--- config.mk ---
export PLATFORM = sky130hd
export DESIGN_NAME = stripe_detector
export DESIGN_NICKNAME = d
export VERILOG_FILES = /design/src/rtl/pacey_vision_pkg.sv /design/src/rtl/pixel_classifier.sv /design/src/rtl/stripe_detector.sv
export SDC_FILE = /design/constraint.sdc
export NUM_CORES = 1
export LEC_CHECK = 0
export ABC_AREA = 1
export CORE_UTILIZATION = 51
export DETAILED_ROUTE_END_ITERATION = 10
export GPL_ROUTABILITY_DRIVEN = 1
export PLACE_DENSITY = 0.85
export SLEW_MARGIN = 15
export SYNTH_ARGS = -nofsm -noshare
export SYNTH_HDL_FRONTEND = slang
export SYNTH_SLANG_ARGS = --single-unit
--- constraint.sdc ---
create_clock -name clk -period 3 [get_ports clk]
set_input_delay 0.45 -clock clk [delete_from_list [all_inputs] [get_ports clk]]
set_output_delay 0.45 -clock clk [all_outputs]
set_load 0.05 [all_outputs]
--- src/rtl/pacey_vision_pkg.sv ---
// rtl/pacey_vision_pkg.sv - shared pixel class, run FSM state and helpers for stripe detection
package pacey_vision_pkg;

    localparam int PIX_W = 8;

    typedef enum logic [1:0] {
        CLS_NONE  = 2'd0,
        CLS_WHITE = 2'd1,
        CLS_BLACK = 2'd2
    } pix_class_t;

    typedef enum logic [1:0] {
        ST_IDLE      = 2'd0,
        ST_RUN_WHITE = 2'd1,
        ST_RUN_BLACK = 2'd2,
        ST_RUN_NONE  = 2'd3
    } run_state_t;

    function automatic run_state_t state_of_class(input pix_class_t c);
        case (c)
            CLS_WHITE: return ST_RUN_WHITE;
            CLS_BLACK: return ST_RUN_BLACK;
            default:   return ST_RUN_NONE;
        endcase
    endfunction

    function automatic logic [7:0] sat_inc8(input logic [7:0] v);
        return (v == 8'hFF) ? v : v + 8'd1;
    endfunction

endpackage

--- src/rtl/pixel_classifier.sv ---
// rtl/pixel_classifier.sv - combinational white/black/none classification of one pixel
module pixel_classifier
    import pacey_vision_pkg::*;
#(
    parameter logic [PIX_W-1:0] WHITE_MIN = 8'd200,
    parameter logic [PIX_W-1:0] BLACK_MAX = 8'd50
) (
    input  logic [PIX_W-1:0] red,
    input  logic [PIX_W-1:0] green,
    input  logic [PIX_W-1:0] blue,
    output pix_class_t       cls
);

    logic is_white;
    logic is_black;

    always_comb begin
        is_white = (red >= WHITE_MIN) && (green >= WHITE_MIN) && (blue >= WHITE_MIN);
        is_black = (red <= BLACK_MAX) && (green <= BLACK_MAX) && (blue <= BLACK_MAX);
        cls      = CLS_NONE;
        // white wins when a misconfiguration lets both tests pass
        if (is_white) begin
            cls = CLS_WHITE;
        end else if (is_black) begin
            cls = CLS_BLACK;
        end
    end

endmodule

--- src/rtl/stripe_detector.sv ---
// rtl/stripe_detector.sv - detects qualified white/black runs per scanline and counts them per frame
module stripe_detector
    import pacey_vision_pkg::*;
#(
    parameter logic [PIX_W-1:0] WHITE_MIN = 8'd200,
    parameter logic [PIX_W-1:0] BLACK_MAX = 8'd50,
    parameter logic [7:0]       RUN_LEN   = 8'd8
) (
    input  logic             clk,
    input  logic             reset,
    input  logic             pix_valid,
    input  logic             pix_sop,
    input  logic             pix_eol,
    input  logic [PIX_W-1:0] red,
    input  logic [PIX_W-1:0] green,
    input  logic [PIX_W-1:0] blue,
    output logic             white_detect,
    output logic             black_detect,
    output logic [7:0]       stripe_count
);

    pix_class_t cls;
    run_state_t state, state_next, state_eff;
    pix_class_t last_qual, last_next, last_eff;
    logic [7:0] run_cnt, run_cnt_next, cnt_eff;
    logic [7:0] count_next, count_eff;
    logic       white_next, black_next;
    logic       new_run, qualify;

    pixel_classifier #(
        .WHITE_MIN (WHITE_MIN),
        .BLACK_MAX (BLACK_MAX)
    ) u_classifier (
        .red   (red),
        .green (green),
        .blue  (blue),
        .cls   (cls)
    );

    always_comb begin
        state_next   = state;
        run_cnt_next = run_cnt;
        last_next    = last_qual;
        count_next   = stripe_count;
        white_next   = 1'b0;
        black_next   = 1'b0;
        state_eff    = state;
        cnt_eff      = run_cnt;
        last_eff     = last_qual;
        count_eff    = stripe_count;
        new_run      = 1'b0;
        qualify      = 1'b0;
        if (pix_valid) begin
            // sop clears the context before the pixel itself is processed
            if (pix_sop) begin
                state_eff = ST_IDLE;
                cnt_eff   = 8'd0;
                last_eff  = CLS_NONE;
                count_eff = 8'd0;
            end
            new_run      = (state_eff != state_of_class(cls));
            run_cnt_next = new_run ? 8'd1 : sat_inc8(cnt_eff);
            state_next   = state_of_class(cls);
            // a saturated counter staying at 255 must not re-qualify a RUN_LEN of 255
            qualify      = (cls != CLS_NONE) && (run_cnt_next == RUN_LEN) &&
                           (new_run || (cnt_eff != 8'hFF));
            last_next    = last_eff;
            count_next   = count_eff;
            if (qualify && (cls != last_eff)) begin
                white_next = (cls == CLS_WHITE);
                black_next = (cls == CLS_BLACK);
                last_next  = cls;
                count_next = sat_inc8(count_eff);
            end
            if (pix_eol) begin
                state_next   = ST_IDLE;
                run_cnt_next = 8'd0;
                last_next    = CLS_NONE;
            end
        end
    end

    always_ff @(posedge clk) begin
        if (reset) begin
            state        <= ST_IDLE;
            run_cnt      <= 8'd0;
            last_qual    <= CLS_NONE;
            white_detect <= 1'b0;
            black_detect <= 1'b0;
            stripe_count <= 8'd0;
        end else begin
            state        <= state_next;
            run_cnt      <= run_cnt_next;
            last_qual    <= last_next;
            white_detect <= white_next;
            black_detect <= black_next;
            stripe_count <= count_next;
        end
    end

endmodule

==> results.json <==
{
  "fmax_mhz": 389,
  "portBuffers": 38,
  "crit_fanout": 9,
  "ys.flop_type": "dfxtp_1",
  "root_buffer": "clkbuf_4",
  "post_cts_buffers": 0,
  "fp.dieH_microns": 62.4,
  "tightest_slew_ns": 0.550,
  "crit_path_start_kind": "primary input",
  "rsz0062_at_grt": "no",
  "fin_setup_tns_ns": 0,
  "num-fill-cells": 304,
  "synth.avg_cell_area_sq_um": 6.48,
  "yosysMostFrequentCell": "nand2_1",
  "cp_common_cell": "nand2_1",
  "antenna_found_initial": 0,
  "finalCritPeriodShare_pct": 85.7,
  "maxCapViolations": 0,
  "clkSinkCount": 22,
  "drt_iter0_drc": 73,
  "synth_common_cells": "nand2_1, nand3_1, inv_1",
  "post_drt_wl_per_cell_microns": 11.6,
  "path_cells": "clkdlybuf4s50_1 -> inv_12 -> nand2_1 -> inv_1 -> ha_1 -> nand2_1 -> nor2_8 -> nand2_4 -> o21ai_2 -> inv_2 -> nor2_2 -> nand3_2 -> nor2_4 -> nand3_1 -> nand2_1 -> a21oi_2",
  "crit_path_max_incr_delay_ns": 0.59,
  "io_pins": 39,
  "endpoint_kind": "register",
  "syn_area_sq_um": 1860,
  "std_cell_rows": 21,
  "first_global_vias": 1768,
  "yosysWarnings": 0,
  "setup-violations-final": 0,
  "synth_edf_count": 0,
  "routed_wirelength_microns": 4360,
  "yosys.area.top_type": "dfxtp_1",
  "hold_viol": 0,
  "worst_path_max_delay_cell": "clkdlybuf4s50_1",
  "grt_overflow": 0,
  "hold_class": "register to register",
  "cp.arrival_ns": 2.78,
  "power.density_nw_per_um2": 236,
  "fin_crit_ns": 2.57,
  "syn-instance-count": 287,
  "nets": 362,
  "postRouteAntennaNets": 0,
  "fp.dieW_microns": 62.4,
  "synth_seq_cells": 22,
  "htree_num_levels": 1,
  "avgViaCountPerCell": 5.19,
  "cp-startpoint": "pix_sop",
  "fin_cells": 376,
  "seq_area_frac_synth_pct": 23.7,
  "grt_max_degree": 19,
  "synthesis.nets": 318,
  "synth.top_cells.by_area": "dfxtp_1, nand2_1, nand3_1",
  "grt_usage_pct": 23.8,
  "drive_above_1_share_pct": 16.4,
  "clock_latency_ns": 0.32,
  "core_area_sq_um": 3420,
  "post-route-util_pct": 68.8,
  "ctsResizeCount": 0,
  "skew_ns": 0.0149,
  "cts_tree": "built",
  "outcome": "complete, no violations",
  "cp_data_required_time_ns": 3.21,
  "dp.cells": 372,
  "start_util_pct": 54.4,
  "area_delta_synth_final_pct": 26.4,
  "via_count": 1953,
  "reg2reg_from": "run_cnt[0]$_SDFFE_PP0P_",
  "leakage_uw": 0.00103,
  "gp_congestion": 0.936,
  "cts-buffers-inserted": 3,
  "clk_path_buf_depth": 2,
  "power_uw": 555,
  "post-route-drc-count": 0,
  "diodes": 0,
  "hold_start": "state[0]$_SDFFE_PP0P_",
  "worst_hold_slack_ns": 0.475,
  "dr.pass1.iters": 5,
  "slew_headroom_pct": 63.2,
  "die-area_sq_um": 3890,
  "yosys.area.top_type_share_pct": 23.7,
  "slew_violations": 0,
  "dpl.hpwl_microns": 3480,
  "clk_pin_slew_ns": 0.12,
  "ys_types": 33,
  "ir_drop_v": 0.000316,
  "ctsHoldBuffers": 0,
  "grt_pass1_wl_microns": 7470,
  "path_class": "primary input to register",
  "ys_async_sr_fraction_pct": 0
}
==> sequential cells by signal, indices dropped and copies added (netlist names) <==
| name | flops |
|---|---|
| white_detect | 1 |
| last_qual | 2 |
| black_detect | 1 |
| state | 2 |
| run_cnt | 8 |
| stripe_count | 8 |
==> routing by layer <==
metal  GRT usage [%]  vias to the layer above  part of all wire [%]  wire (microns)
li1                -                     1007                     -               -
met1            29.4                      880                    45            1960
met2            42.2                       59                    47            2070
met3            4.01                        7                   6.0             263
met4            6.98                        0                   1.4              61
met5               0                        -                     0               0
==> power by group <==
group	total (uW)	internal, uW	switching, uW
clock	163	74.3	89.0
sequential	296	294	1.62
combinational	95.4	48.2	47.2
==> kinds of logic (layout without fill, tap and decap cells) <==
| kind of cell | count (synthesis) | count (layout) | synth area share (%) |
|---|---|---|---|
| AO/OA/AOI/OAI | 28 | 28 | 9.09 |
| buffers and inverters | 39 | 82 | 9.42 |
| adder cells (fa/ha/maj) | 2 | 2 | 1.35 |
| XOR/XNOR | 6 | 6 | 3.23 |
| AND/OR/NAND/NOR | 190 | 190 | 53.2 |
| flip-flops | 22 | 22 | 23.7 |
==> cell usage in the layout, fill, tap and decap left out <==
cell and instances:
xor2_1 1, a21oi_1 18, nand3_1 29, inv_12 1, nor2_1 24, dfxtp_1 22, a21oi_2 4, clkbuf_4 3
a22oi_1 1, nor2_8 2, nor3_1 2, o21ai_0 2, nand2_8 1, xnor2_1 4, nand4_2 1, nand2_4 4
nand2_2 5, inv_1 28, inv_2 2, nand3_4 1, nor3_2 1, nor2_2 6, nand4_1 9, xor2_2 1
buf_4 8, clkinv_1 1, nor2_4 5, clkdlybuf4s50_1 38, ha_1 2, o21ai_2 3, clkbuf_8 1, nand4_4 1
nand3_2 4, nand2_1 95
==> cell type report <==
class                           instances  area (sq um)  share of cell area, %
Tap cell                               46          57.6                   2.45
Timing Repair Buffer                   46           440                   18.7
Clock buffer                            4          36.3                   1.54
Multi-Input combinational cell        226          1240                   52.9
Sequential cell                        22           440                   18.7
Inverter                               32           133                   5.64
==> critical path: cells and delay by family <==
kind / cells / cell delay [ns]
adder cells (fa/ha/maj): 1 / 0.16
AND/OR/NAND/NOR: 9 / 1.10
AO/OA/AOI/OAI: 2 / 0.23
buffers and inverters: 4 / 0.82
==> stage by stage <==
stage | instance area [sq um] | setup slack, ns
6_report | 2350 | 0.429
5_1_grt | 2350 | 0.192
4_1_cts | 2350 | 0.406
3_5_place_dp | 2310 | 0.0814
3_3_place_gp | 2310 | 0.125
2_1_floorplan | 1860 | 0.571
==> final timing paths <==
kind | to | slack [ns] | cells past startpoint
worst max-delay path | stripe_count[4]$_SDFFE_PP0P_ | 0.43 | 16
worst min-delay path | state[0]$_SDFFE_PP0P_ | 0.47 | 2
worst max register to register | stripe_count[4]$_SDFFE_PP0P_ | 0.82 | 14
worst min register to register | state[0]$_SDFFE_PP0P_ | 0.47 | 2
(Power assumes the default switching activity.)
